==> config.mk <==
export PLATFORM = sky130hd
export DESIGN_NAME = dm_bus_bridge
export DESIGN_NICKNAME = d
export VERILOG_FILES = /design/src/rtl/rvcpu_mem_pkg.sv /design/src/rtl/dm_lane_align.sv /design/src/rtl/dm_bus_bridge.sv
export SDC_FILE = /design/constraint.sdc
export NUM_CORES = 1
export LEC_CHECK = 0
export CORE_UTILIZATION = 47
export DETAILED_ROUTE_END_ITERATION = 8
export GPL_ROUTABILITY_DRIVEN = 0
export PLACE_DENSITY = 0.91
export SETUP_SLACK_MARGIN = 0.2
export SLEW_MARGIN = 30
export SYNTH_ARGS = -nofsm -noshare
export SYNTH_HDL_FRONTEND = slang
export SYNTH_SLANG_ARGS = --single-unit
==> constraint.sdc <==
create_clock -name clk -period 2.85 [get_ports clk]
set_input_delay 0.855 -clock clk [delete_from_list [all_inputs] [get_ports clk]]
set_output_delay 0.855 -clock clk [all_outputs]
set_load 0.01 [all_outputs]
==> src/rtl/rvcpu_mem_pkg.sv <==
// Shared data-memory encodings: load/store control codes,
// access sizes and the bus bridge FSM states.
package rvcpu_mem_pkg;

  typedef enum logic [2:0] {
    RD_NONE = 3'b000,
    RD_LB   = 3'b001,
    RD_LBU  = 3'b010,
    RD_LH   = 3'b011,
    RD_LHU  = 3'b100,
    RD_LW   = 3'b101,
    RD_LWU  = 3'b110,
    RD_LD   = 3'b111
  } rd_ctrl_e;

  typedef enum logic [2:0] {
    WR_NONE = 3'b000,
    WR_SB   = 3'b001,
    WR_SH   = 3'b010,
    WR_SW   = 3'b011,
    WR_SD   = 3'b100
  } wr_ctrl_e;

  typedef enum logic [1:0] {
    SZ_B,
    SZ_H,
    SZ_W,
    SZ_D
  } size_e;

  typedef enum logic [1:0] {
    IDLE,
    REQ,
    DONE
  } state_e;

  function automatic logic [7:0] size_mask(size_e s);
    logic [7:0] m;
    m = 8'h01;
    case (s)
      SZ_B: m = 8'h01;
      SZ_H: m = 8'h03;
      SZ_W: m = 8'h0f;
      SZ_D: m = 8'hff;
      default: m = 8'h01;
    endcase
    return m;
  endfunction

endpackage

==> src/rtl/dm_lane_align.sv <==
// Byte-lane alignment for a 64-bit data bus: misalignment
// detect, store lane shift/strobes, load extract/extend.
module dm_lane_align
  import rvcpu_mem_pkg::*;
(
  input  logic [2:0]  off_i,
  input  size_e       size_i,
  input  logic [63:0] din_i,
  output logic        misalign_o,
  output logic [7:0]  wstrb_o,
  output logic [63:0] wdata_o,
  input  logic [2:0]  ld_off_i,
  input  size_e       ld_size_i,
  input  logic        ld_sgn_i,
  input  logic [63:0] rdata_i,
  output logic [63:0] ld_data_o
);

  logic [63:0] sh;

  always_comb begin
    misalign_o = 1'b0;
    case (size_i)
      SZ_B: misalign_o = 1'b0;
      SZ_H: misalign_o = off_i[0];
      SZ_W: misalign_o = |off_i[1:0];
      SZ_D: misalign_o = |off_i;
      default: misalign_o = 1'b0;
    endcase
  end

  assign wstrb_o = size_mask(size_i) << off_i;
  assign wdata_o = din_i << {off_i, 3'b000};

  assign sh = rdata_i >> {ld_off_i, 3'b000};

  always_comb begin
    ld_data_o = sh;
    case (ld_size_i)
      SZ_B: ld_data_o = {{56{ld_sgn_i & sh[7]}}, sh[7:0]};
      SZ_H: ld_data_o = {{48{ld_sgn_i & sh[15]}}, sh[15:0]};
      SZ_W: ld_data_o = {{32{ld_sgn_i & sh[31]}}, sh[31:0]};
      SZ_D: ld_data_o = sh;
      default: ld_data_o = sh;
    endcase
  end

endmodule

==> src/rtl/dm_bus_bridge.sv <==
// MEM-stage to 64-bit req/ack bus bridge with pipeline stall.
// Define DM_BUS_BRIDGE_TIMEOUT_EN to enable the ack watchdog.
module dm_bus_bridge
  import rvcpu_mem_pkg::*;
#(
  parameter int unsigned TIMEOUT_CYCLES = 256
) (
  input  logic        clk,
  input  logic        rst,
  input  logic [2:0]  dm_rd_ctrl,
  input  logic [2:0]  dm_wr_ctrl,
  input  logic [63:0] dm_addr,
  input  logic [63:0] dm_din,
  output logic [63:0] dm_dout,
  output logic        stall,
  output logic        misalign,
  output logic        bus_err,
  output logic        bus_req,
  output logic        bus_we,
  output logic [63:0] bus_addr,
  output logic [7:0]  bus_wstrb,
  output logic [63:0] bus_wdata,
  input  logic [63:0] bus_rdata,
  input  logic        bus_ack
);

  state_e      state_q, state_d;
  logic        wr_v, rd_v, pending, sgn;
  size_e       sz;
  logic        mis, timeout;
  logic [7:0]  al_wstrb;
  logic [63:0] al_wdata, ld_data;

  logic        bus_req_q, bus_we_q;
  logic [63:0] bus_addr_q, bus_wdata_q, dout_q;
  logic [7:0]  bus_wstrb_q;
  logic        misalign_q, bus_err_q;
  logic [2:0]  ld_off_q;
  size_e       ld_size_q;
  logic        ld_sgn_q, ld_q;

  // A valid store code overrides any simultaneous load.
  always_comb begin
    wr_v = 1'b1;
    sz   = SZ_B;
    sgn  = 1'b0;
    case (dm_wr_ctrl)
      WR_SB: sz = SZ_B;
      WR_SH: sz = SZ_H;
      WR_SW: sz = SZ_W;
      WR_SD: sz = SZ_D;
      default: wr_v = 1'b0;
    endcase
    if (!wr_v) begin
      case (dm_rd_ctrl)
        RD_LB:  begin sz = SZ_B; sgn = 1'b1; end
        RD_LBU: sz = SZ_B;
        RD_LH:  begin sz = SZ_H; sgn = 1'b1; end
        RD_LHU: sz = SZ_H;
        RD_LW:  begin sz = SZ_W; sgn = 1'b1; end
        RD_LWU: sz = SZ_W;
        RD_LD:  sz = SZ_D;
        default: ;
      endcase
    end
  end

  assign rd_v    = dm_rd_ctrl != RD_NONE;
  assign pending = wr_v | rd_v;

  dm_lane_align u_align (
    .off_i     (dm_addr[2:0]),
    .size_i    (sz),
    .din_i     (dm_din),
    .misalign_o(mis),
    .wstrb_o   (al_wstrb),
    .wdata_o   (al_wdata),
    .ld_off_i  (ld_off_q),
    .ld_size_i (ld_size_q),
    .ld_sgn_i  (ld_sgn_q),
    .rdata_i   (bus_rdata),
    .ld_data_o (ld_data)
  );

`ifdef DM_BUS_BRIDGE_TIMEOUT_EN
  localparam int unsigned CW = $clog2(TIMEOUT_CYCLES + 1);
  logic [CW-1:0] to_cnt_q;

  always_ff @(posedge clk or negedge rst) begin
    if (!rst) begin
      to_cnt_q <= '0;
    end else if (state_q == REQ && !bus_ack) begin
      to_cnt_q <= to_cnt_q + 1'b1;
    end else begin
      to_cnt_q <= '0;
    end
  end

  assign timeout = (state_q == REQ) && !bus_ack &&
                   (to_cnt_q == CW'(TIMEOUT_CYCLES - 1));
`else
  logic unused_to;
  assign unused_to = ^TIMEOUT_CYCLES;
  assign timeout   = 1'b0;
`endif

  always_comb begin
    state_d = state_q;
    unique case (state_q)
      IDLE:    if (pending) state_d = mis ? DONE : REQ;
      REQ:     if (bus_ack || timeout) state_d = DONE;
      DONE:    state_d = IDLE;
      default: state_d = IDLE;
    endcase
  end

  always_ff @(posedge clk or negedge rst) begin
    if (!rst) state_q <= IDLE;
    else      state_q <= state_d;
  end

  always_ff @(posedge clk or negedge rst) begin
    if (!rst) begin
      bus_req_q   <= 1'b0;
      bus_we_q    <= 1'b0;
      bus_addr_q  <= '0;
      bus_wstrb_q <= '0;
      bus_wdata_q <= '0;
      dout_q      <= '0;
      misalign_q  <= 1'b0;
      bus_err_q   <= 1'b0;
      ld_off_q    <= '0;
      ld_size_q   <= SZ_B;
      ld_sgn_q    <= 1'b0;
      ld_q        <= 1'b0;
    end else begin
      misalign_q <= 1'b0;
      bus_err_q  <= 1'b0;
      case (state_q)
        IDLE: begin
          if (pending && mis) begin
            misalign_q <= 1'b1;
            if (!wr_v) dout_q <= '0;
          end else if (pending) begin
            bus_req_q   <= 1'b1;
            bus_we_q    <= wr_v;
            bus_addr_q  <= {dm_addr[63:3], 3'b000};
            bus_wstrb_q <= wr_v ? al_wstrb : 8'h00;
            bus_wdata_q <= al_wdata;
            ld_off_q    <= dm_addr[2:0];
            ld_size_q   <= sz;
            ld_sgn_q    <= sgn;
            ld_q        <= !wr_v;
          end
        end
        REQ: begin
          if (bus_ack) begin
            bus_req_q <= 1'b0;
            if (ld_q) dout_q <= ld_data;
          end else if (timeout) begin
            bus_req_q <= 1'b0;
            bus_err_q <= 1'b1;
            if (ld_q) dout_q <= '0;
          end
        end
        default: ;
      endcase
    end
  end

  // Stall is held low while reset is asserted.
  assign stall = rst & ((state_q == IDLE && pending) ||
                        state_q == REQ);

  assign dm_dout   = dout_q;
  assign misalign  = misalign_q;
  assign bus_err   = bus_err_q;
  assign bus_req   = bus_req_q;
  assign bus_we    = bus_we_q;
  assign bus_addr  = bus_addr_q;
  assign bus_wstrb = bus_wstrb_q;
  assign bus_wdata = bus_wdata_q;

endmodule
* Word level (Yosys, flattened, before mapping)
Cells that the tools add are included.
** Word-level totals
- Input port bits :: 201
- Output and inout bits :: 205
- Register bits :: 209
- Logic and storage cells :: 90
** Cells by class
- Shift-type cells :: 3
- Reductions and logical operators :: 20
- Bitwise logic cells :: 6
- Equal/unequal tests :: 24
- Mux-type cells :: 25
** Operators with widths (number)
- 64-bit two-way mux :: 4
- 64-bit one-hot mux with 4 select lines :: 1
- 64-bit one-hot mux with 2 select lines :: 1
- 64-bit by 6-bit left shift with 64-bit output :: 1
- 64-bit by 6-bit right shift with 64-bit output :: 1
- 8-bit one-hot mux with 4 select lines :: 1
- 3-bit equality test (second input constant) :: 5
- 3-bit by 2-bit equality test with 1-bit output (second input constant) :: 4
- 2-bit != test (second input constant) :: 6
- 2-bit equality test (second input constant) :: 4
- 1-bit two-way mux :: 8
- 2-bit two-way mux :: 4
- 8-bit two-way mux :: 1
- 2-bit one-hot mux with 4 select lines :: 1
- 2-bit OR reduction :: 4
- 8-bit by 3-bit left shift with 8-bit output :: 1
- 2-bit by 1-bit equality test with 1-bit output (second input constant) :: 3
- 3-bit by 1-bit equality test with 1-bit output (second input constant) :: 2
- 2-bit logical NOT :: 3
- 2-bit one-hot mux with 3 select lines :: 1
- 3-bit OR reduction :: 2
- 5-bit AND reduction :: 1
- 1-bit AND :: 4
- 1-bit one-hot mux with 4 select lines :: 1
- other kinds (13) :: 14

* Logic depth before layout (Yosys ltp)
Gate-level depths: netlist of run 1.
- Depth in word-level cells :: 9
- Depth in mapped cells :: 10
- Depth with buffers taken out :: 6

* Hierarchy
Synthesis of run 1 repeated with hierarchy kept, for this count alone.
** Unflattened totals
- Cell total of the unflattened synthesis :: 1135
- Area, all modules :: 12926.1 um^2
** Modules (own cells, without submodules)
- dm_bus_bridge :: cells an instance 616, area each 8775.9 um^2, seq. area each 5230.0 um^2, instances 1
- dm_lane_align :: cells an instance 519, area each 4150.2 um^2, seq. area each 0.0 um^2, instances 1

* Least setup slack after synthesis of run 1
No wires, ideal clock.
- Path type :: input port to flip-flop
- From :: input port dm_wr_ctrl[2]
- To :: register bus_addr_q[58] (netlist: bus_addr[58])
- Cell stages on the path :: 10
- Path buffers :: 4
- Arrival :: 2.674 ns
- Setup time :: 0.125 ns
- Data required time :: 2.725 ns
- Slack :: 0.051 ns
- Cell sequence :: buf_4 nor2b_1 a22o_2 nor2_8 a21oi_4 nor4_1 buf_6 buf_6 buf_6 mux2_4
** On the way
- Cells in the longest elaborated chain, start to end :: 9
- Elaborated cells between the ends (all ways) :: 18
- Classes of those cells :: eq/ne: 7; mux: 5; bitwise: 2; reduce/logical: 4
** Ends and longest elaborated chain
- start, declared :: RTL line dm_bus_bridge.sv:11 : input logic [2:0] dm_wr_ctrl,
- 3-bit equality test (tied with other cells) :: RTL line dm_bus_bridge.sv:47 : case (dm_wr_ctrl)
- 2-bit one-hot mux with 3 select lines / 4-bit OR reduction (equally long branches)
- 2-bit one-hot mux with 4 select lines / 1-bit two-way mux (equally long branches) :: RTL line dm_bus_bridge.sv:55, dm_bus_bridge.sv:47
- 2-bit two-way mux :: RTL line dm_bus_bridge.sv:54 : if (!wr_v) begin
- 2-bit equality test (tied with other cells) :: RTL line dm_lane_align.sv:23 : case (size_i)
- 1-bit one-hot mux with 4 select lines :: RTL line dm_lane_align.sv:23
- 1-bit logical AND :: RTL line dm_bus_bridge.sv:141 : if (pending && mis) begin
- 1-bit inverter (no line)
- 3-bit AND reduction (no line) (*)
- end signal, assigned :: RTL line dm_bus_bridge.sv:147 : bus_addr_q <= {dm_addr[63:3], 3'b000};
- end, declared :: RTL line dm_bus_bridge.sv:35 : logic [63:0] bus_addr_q, bus_wdata_q, dout_q;
Mark *: on every way between the ends. The rest lies on a longest branch, timed or not.
A chain may end at the register's enable or synchronous reset.

* Final worst setup path of run 1
- From :: input port dm_rd_ctrl[2]
- To :: output port stall
** On the way
- Cells in the longest elaborated chain, start to end :: 5
** Ends and longest elaborated chain
- start, declared :: RTL line dm_bus_bridge.sv:10 : input logic [2:0] dm_rd_ctrl,
- 3-bit nonzero test :: RTL line dm_bus_bridge.sv:68 : assign rd_v = dm_rd_ctrl != RD_NONE;
- 1-bit bitwise OR :: RTL line dm_bus_bridge.sv:69 : assign pending = wr_v | rd_v;
- 1-bit logical AND :: RTL line dm_bus_bridge.sv:172 : assign stall = rst & ((state_q == IDLE && pending) ||
- 1-bit logical OR :: RTL line dm_bus_bridge.sv:172
- 1-bit AND :: RTL line dm_bus_bridge.sv:172
- end, declared :: RTL line dm_bus_bridge.sv:15 : output logic stall,
Every way passes these cells.

==> Flow_metrics.wiki, run 1 <==
{| class="wikitable"
! Metric !! Value
|-
| Port buffer count || 401
|-
| Status || completed
|-
| Power share of the combinational group || a little over half
|-
| CTS sink cnt || 209
|-
| Number of enable-type register cells in the synthesized netlist || 0
|-
| Crit end category || primary output
|-
| RSZ-0062 raised after global routing || true
|-
| Area of the core || 24600 sq um
|-
| Clock root buffer master || sky130_fd_sc_hd__clkbuf_16
|-
| Final worst-path cycle share || between 90 and 100%
|-
| Cells on worst reg2reg path || 7
|-
| Routed wire per std cell || 23.0 microns
|-
| Drc violations || 0
|-
| Number of vias per cell after detailed routing || 5.86
|-
| Gr ovfl total || 0
|-
| Worst R2R Setup Slack || 0.48 ns
|-
| Vias in the first global route || roughly 11k
|-
| Largest net degree at the start of global routing || 185
|-
| Share of flip-flops with an asynchronous set or reset after synthesis || 100%
|-
| Average instance area after synthesis || 11.2 sq um
|-
| Net Sw Frac || 36.8%
|-
| Register Area || approximately 5200 sq um
|-
| Area used by multi-input combinational logic || 6220 sq um
|-
| Seq cells post-synth || 209
|-
| IO Count || 406
|-
| Worst hold-check path type || input pin to asynchronous set/reset pin
|-
| Endpoint of the most critical register-to-register path || dm_dout[11]$_DFFE_PN0P_
|-
| 1st-iter DRT viols || slightly above 900
|-
| Antenna-violating nets left || 0
|-
| Worst-path maximum fanout || 5
|-
| Net load switching power || roughly 6500 uW
|-
| Layout net count || about 1.7k
|-
| Portion of total power attributed to sequential cells || just under 30%
|-
| First-pass GRT wire length || 63000 microns
|-
| Sequential fraction of the synthesis area || 43.9%
|-
| Count of final hold-check violations || 0
|-
| Number of H-tree levels || 1
|-
| Syn Inst Count || 1060
|-
| Clock power share || 17.0%
|-
| Slew Viols, Final || 0
|-
| Crit Path Category || input pin to primary output
|-
| Final wirelength || 41600 microns
|-
| Global-route total usage across every layer || between 30% and 40%
|-
| Clock period minus final worst setup slack || 2.66 ns
|-
| Number of antenna violations at the first check in global routing || 2
|-
| Clock transition at the registers of the reported paths || about 0.060 ns
|-
| First element of the critical path || dm_rd_ctrl[2]
|-
| Estimated wirelength of the detail-placed design || 30400 microns
|-
| Max Clock Freq || roughly 380 MHz
|-
| Max_cap viols || 0
|-
| Die width || ~160 microns
|-
| Slew headroom || 45.4%
|-
| Die area || between 20000 and 30000 sq um
|-
| Data required time at the worst endpoint || 2.00 ns
|-
| Worst setup skew after layout || 0.00967 ns
|-
| Overall via count from detail_route || 10.6k
|-
| Area Growth Syn to Fin || 46.0%
|-
| DP Worst Slack || -0.557 ns
|-
| Y dimension of the die || 161 microns
|-
| Total clock buffers created by CTS || 23
|-
| Total setup violations reported at the end of the flow || 0
|-
| Final-layout worst hold slack || 0.350 ns
|-
| Worst-margin pin slew || 0.817 ns
|-
| Netlist area before placement || 11900 sq um
|-
| Initial Util || between 40% and 50%
|-
| Category of the worst setup path launch point || input pin
|-
| Clock latency at the later pin of the worst-skew pair || roughly 0.52 ns
|-
| Design internal power || 11100 uW
|-
| Cell variety after synth || 56
|-
| Most common flop cell mapped by yosys || sky130_fd_sc_hd__dfrtp_1
|-
| Worst reg2reg startpoint || ld_off_q[1]$_DFFE_PN0P_
|-
| Drt pass-1 iters || 5
|-
| VDD IR max || 0.556 mV
|-
| Power per cell area || 1010 nW/um^2
|-
| Fraction of final layout cells sized beyond drive strength 1 || between 20% and 30%
|-
| Leakage power figure || 0.00756 uW
|-
| Buffers from clock root to sink, at most || 3
|-
| Post-route setup slack || 0.187 ns
|-
| Arrival time of data at the critical path endpoint || roughly 1.8 ns
|-
| TritonCTS clock tree || built
|-
| Number of warnings issued by yosys || 0
|-
| Std-Cell Rows || 57
|-
| Filler cell count in the final layout || ~1.7k
|}
flip-flops by register name, indices dropped and copies added (netlist names):
signal     flops
bus_wdata     64
bus_wstrb      8
bus_addr      61
ld_size_q      2
ld_sgn_q       1
misalign       1
ld_q           1
bus_req        1
state_q        2
ld_off_q       3
dm_dout       64
bus_we         1
area by class of cell:
| cell class | instances | share of cell area [%] |
|---|---|---|
| multi-input cells | 737 | 35.8 |
| well taps | 324 | 2.33 |
| clock inverters | 10 | 0.676 |
| diodes | 2 | 0.0288 |
| inverters | 24 | 0.518 |
| repair buffers | 470 | 27.0 |
| clock buffers | 29 | 3.55 |
| flip-flops and latches | 209 | 30.1 |
kinds of logic (layout without fill, tap and decap cells):
logic type	Yosys count	in the layout	share of synthesized area [%]
mux	284	284	30.6
flops	209	209	43.9
simple gates	236	236	8.60
other cells	1	6	0.0315
compound gates	210	210	12.2
xor+xnor	3	3	0.221
buf+inv	117	533	4.49
cell usage after synthesis (10+ instances only):
master,number,area share (%)
sky130_fd_sc_hd__nor2_1,32,1.0
sky130_fd_sc_hd__buf_1,14,0.44
sky130_fd_sc_hd__mux2_2,127,12
sky130_fd_sc_hd__mux2i_1,97,8.1
sky130_fd_sc_hd__nor4_1,10,0.53
sky130_fd_sc_hd__o21ai_0,74,3.1
sky130_fd_sc_hd__clkbuf_1,40,1.3
sky130_fd_sc_hd__and2_1,10,0.53
sky130_fd_sc_hd__dfrtp_1,209,44
sky130_fd_sc_hd__a21oi_1,27,1.1
sky130_fd_sc_hd__mux4_2,45,8.5
sky130_fd_sc_hd__inv_1,23,0.72
sky130_fd_sc_hd__buf_2,26,1.1
sky130_fd_sc_hd__mux2_4,15,1.9
sky130_fd_sc_hd__nand2_1,155,4.9
sky130_fd_sc_hd__a22o_1,59,4.3
critical path, stage by stage:
cell and delay, ns:
sky130_fd_sc_hd__dlygate4sd2_1 0.28, sky130_fd_sc_hd__nor3_2 0.25, sky130_fd_sc_hd__and2_4 0.20, sky130_fd_sc_hd__a21oi_2 0.06, sky130_fd_sc_hd__buf_2 0.17
worst max-delay path by stage:
stage                                     endpoint  slack (ns)
after global placement                       stall       -0.57
final                                        stall        0.19
after CTS                                    stall        0.22
after detailed placement                     stall       -0.56
after floorplan           bus_addr[58]$_DFFE_PN0P_        0.18
after global routing                         stall        0.16
per-stage QoR:
| stage | setup TNS, ns | instances | area [sq um] | utilization [%] | power, uW |
|---|---|---|---|---|---|
| after CTS | 0 | 1797 | 17300 | 70.3 | 17400 |
| after detailed placement | -85.11 | 1756 | 16500 | 67.1 | 14300 |
| after global routing | 0 | 1805 | 17400 | 70.7 | 18400 |
| after global placement | -79.48 | 1756 | 16500 | 67.1 | 14000 |
| after floorplan | 0 | 1063 | 12000 | - | 9880 |
| final | 0 | 1805 | 17400 | 70.7 | 17500 |
per-layer routing:
layer | vias up | wire length [microns] | track usage, % | share of wire (%)
li1 | 4670 | - | - | -
met1 | 5130 | 14400 | 36.0 | 35
met2 | 650 | 20600 | 54.0 | 49
met3 | 132 | 4440 | 8.32 | 11
met4 | 0 | 2220 | 16.3 | 5.3
met5 | - | 0 | 0 | 0
power by group through the flow:
stage / combinational [uW] / sequential (uW) / clock (uW)
CTS: 9270 / 5160 / 3020
global placement: 8880 / 5090 / 0
detailed placement: 9120 / 5180 / 0
floorplan: 4390 / 5500 / 0
global route: 9910 / 5300 / 3140
finish: 9390 / 5170 / 2970
placed cells by master (no fill, tap or decap), drive strengths merged, types with 4 or more instances in the layout:
master,Yosys,routed
nand2,155,155
a2bb2oi,7,7
clkinv,0,6
mux2,142,142
a22o,60,60
mux4,45,45
o21a,4,4
clkdlybuf4s50,0,390
or2,4,4
o21ai,75,75
dlygate4sd2,0,4
and2,10,10
buf,53,73
a21oi,29,29
nor2,33,33
conb,1,4
nor2b,5,5
a21o,8,8
a22oi,8,8
nand3,8,8
clkbuf,40,32
mux2i,97,97
dfrtp,209,209
nor4,11,11
inv,24,25
timing repair:
item	in CTS	in global routing
endpoints found under the setup margin	135	104
gates resized for setup	23	5
buffers inserted	1	3
hold buffers	0	0
cloned	1	2
pin swaps	6	2
Note: power is estimated with default switching activity, not from simulation.
==> run 2: changes to the inputs <==
CORE_MARGIN = 2   (was unset)
==> run 2 against run 1 <==
  * Clock skew is 0.0022 ns higher
  * Utilization is 0.14 points lower
  * Register-to-register slack better by 0.02 ns
  * Count of clock-buffer cells in the layout is 11 higher
  * Sequential share of layout area is 0.47 points lower
  * Clock power is 9.4% higher
  * Cell count is 1.5% higher
  * Non-clock buffer count is 16 higher
  * Largest cell class unchanged
==> Flow_metrics.wiki, run 2 (same netlist as run 1, synthesis figures left out) <==
{| class="wikitable"
! Metric !! Value
|-
| Arrival time of data at the critical path endpoint || 1.76 ns (-0.05 ns)
|-
| Overall via count from detail_route || 10.6k (+0.29%)
|-
| Hold bufs inserted after CTS || 0 (unchanged)
|-
| Port buffer count || 401 (unchanged)
|-
| Layout net count || 1684 (+1.1%)
|-
| Largest net degree at the start of global routing || 150 (-19%)
|-
| Worst-path maximum fanout || 5 (unchanged)
|-
| Initial Util || 47.6% (-0.83 points)
|-
| Endpoint of the most critical register-to-register path || dm_dout[36]$_DFFE_PN0P_
|-
| Highest-count cells in the layout ignoring fill and taps || 390 x sky130_fd_sc_hd__clkdlybuf4s50_1, 207 x sky130_fd_sc_hd__dfrtp_1, 155 x sky130_fd_sc_hd__nand2_1
|-
| Std-Cell Rows || 58 (+1.8%)
|-
| IO Count || 406 (unchanged)
|-
| CTS sink cnt || 209 (unchanged)
|-
| Number of vias per cell after detailed routing || 5.79 (-1.2%)
|-
| Data required time at the worst endpoint || 2.00 ns (about the same)
|-
| Clock period minus final worst setup slack || 2.61 ns (-0.0482 ns)
|-
| Worst-margin pin slew || 0.818 ns (+0.00160 ns)
|-
| Fraction of final layout cells sized beyond drive strength 1 || 22.8% (+0.93 points)
|-
| Antenna diode instance count || 0 (-2)
|-
| Clock root buffer master || sky130_fd_sc_hd__clkbuf_16
|-
| Power per cell area || 1010 nW/um^2 (+0.50%)
|-
| Crit Path Category || input pin to primary output
|-
| DP Worst Slack || -0.651 ns (-0.0944 ns)
|-
| Design Area, Final || 17700 sq um (+1.5%)
|-
| Clock latency at the later pin of the worst-skew pair || 0.53 ns (about the same)
|-
| Final wirelength || 41200 microns (-1.0%)
|-
| Estimated wirelength of the detail-placed design || 30900 microns (+1.6%)
|-
| Total clock buffers created by CTS || 25 (+8.7%)
|-
| Area Growth Syn to Fin || 48.3%
|-
| Vias in the first global route || 10.9k (-1.4%)
|-
| Slew Viols, Final || 0 (unchanged)
|-
| Total setup violations reported at the end of the flow || 0 (unchanged)
|-
| Placed Area || 16800 sq um (+1.5%)
|-
| Area of the core || 25000 sq um (+1.8%)
|-
| Count of final hold-check violations || 0 (unchanged)
|-
| Gr ovfl total || 0 (unchanged)
|-
| Post-placement cell count || 1780 (+1.4%)
|-
| Global-route total usage across every layer || 30.0% (-1.4 points)
|-
| TritonCTS clock tree || built
|-
| Most common cell after layout, fill and taps aside || sky130_fd_sc_hd__clkdlybuf4s50_1
|-
| Clock transition at the registers of the reported paths || 0.06 ns (about the same)
|-
| Number of H-tree levels || 1 (unchanged)
|-
| Leakage power figure || 0.00770 uW (+1.8%)
|-
| Worst setup skew after layout || 0.0119 ns (+0.00222 ns)
|-
| Cells on worst reg2reg path || 7 (unchanged)
|-
| Y dimension of the die || 163 microns (+1.2%)
|-
| Post-route setup slack || 0.235 ns (+0.0482 ns)
|-
| Final worst-path cycle share || 91.7% (-1.7 points)
|-
| Worst reg2reg startpoint || ld_off_q[2]$_DFFE_PN0P_
|-
| Final core utilization || 70.6% (-0.14 points)
|-
| Routed wire per std cell || 22.5 microns (-2.5%)
|-
| Max_cap viols || 0 (unchanged)
|-
| Number of antenna violations at the first check in global routing || 0 (-2)
|-
| Worst R2R Setup Slack || 0.50 ns (+0.02 ns)
|-
| Antenna-violating nets left || 0 (unchanged)
|-
| RSZ-0062 raised after global routing || true
|-
| Category of the worst setup path launch point || input pin
|-
| VDD IR max || 0.681 mV (+22%)
|-
| Die width || 163 microns (+1.2%)
|-
| Die area || 26600 sq um (+2.5%)
|-
| Buffers from clock root to sink, at most || 3 (unchanged)
|-
| Layout Cells excl Fill || 1832 (+1.5%)
|-
| Crit end category || primary output
|-
| First-pass GRT wire length || 61500 microns (-2.3%)
|-
| Drt pass-1 iters || 7 (+2)
|-
| Max Clock Freq || 382 MHz (+1.8%)
|-
| Status || completed
|-
| Drc violations || 0 (unchanged)
|-
| Slew headroom || 45.4% (about the same)
|-
| 1st-iter DRT viols || 786 (-16%)
|-
| Worst hold-check path type || input pin to asynchronous set/reset pin
|}
-- run 2: cell count changes in the layout (fill, tap and decap cells not counted), moves of 2 or more --
cell | before | now
sky130_fd_sc_hd__clkinv_2 | 6 | 3
sky130_fd_sc_hd__buf_16 | 2 | 0
sky130_fd_sc_hd__diode_2 | 2 | 0
sky130_fd_sc_hd__buf_4 | 52 | 65
sky130_fd_sc_hd__clkbuf_1 | 4 | 9
sky130_fd_sc_hd__clkbuf_8 | 3 | 6
sky130_fd_sc_hd__buf_12 | 10 | 19
sky130_fd_sc_hd__buf_6 | 5 | 2
-- run 2: timing repair --
action | CTS | global route
gates cloned | 0 | 0
pin swaps | 5 | 2
gates resized for setup | 23 | 1
endpoints found under the setup margin | 193 | 21
setup buffers | 5 | 1
-- run 2: critical path: stages --
cell and delay [ns]:
sky130_fd_sc_hd__dlygate4sd2_1 0.29, sky130_fd_sc_hd__nor3_2 0.22, sky130_fd_sc_hd__and2_4 0.18, sky130_fd_sc_hd__a21oi_2 0.06, sky130_fd_sc_hd__buf_2 0.16
-- run 2: layer usage --
metal | global-route usage [%] | up-vias | share of wire, %
met5 | 0 | - | 0
met4 | 14.2 | 0 | 4.9
met3 | 7.41 | 129 | 9.9
met2 | 52.0 | 658 | 50
met1 | 34.9 | 5128 | 35
li1 | - | 4698 | -
-- run 2: stage by stage --
step,TNS (ns),power (uW),hold slack (ns)
after global routing,0,18700,0.496
after detailed placement,-97.64,14500,0.474
after floorplan,0,9880,0.471
final,0,17900,0.432
after global placement,-89.73,14200,0.463
after CTS,0,17900,0.486
-- run 2: how the worst max path moves through the flow --
stage	startpoint	to
floorplan	dm_rd_ctrl[0]	bus_addr[58]$_DFFE_PN0P_
global placement	dm_wr_ctrl[0]	stall
detailed placement	dm_wr_ctrl[0]	bus_wdata[3]$_DFFE_PN0P_
CTS	dm_wr_ctrl[0]	stall
global route	dm_wr_ctrl[1]	stall
finish	dm_rd_ctrl[2]	stall
-- run 2: final cells by class --
| class | count | area (sq um) |
|---|---|---|
| clock buffers | 40 | 742 |
| clock inverters | 6 | 95.1 |
| fillers | 1719 | 7370 |
| inverters | 24 | 90.1 |
| multi-input cells | 737 | 6220 |
| flip-flops and latches | 209 | 5230 |
| well taps | 330 | 413 |
| repair buffers | 486 | 4880 |
-- run 2: where the power goes --
part | internal, uW | leakage (uW) | switching, uW | total [uW]
clock | 1970 | 0.000412 | 1280 | 3250
sequential | 4260 | 0.00265 | 897 | 5150
combinational | 5210 | 0.00463 | 4280 | 9500
total | 11400 | 0.00770 | 6460 | 17900
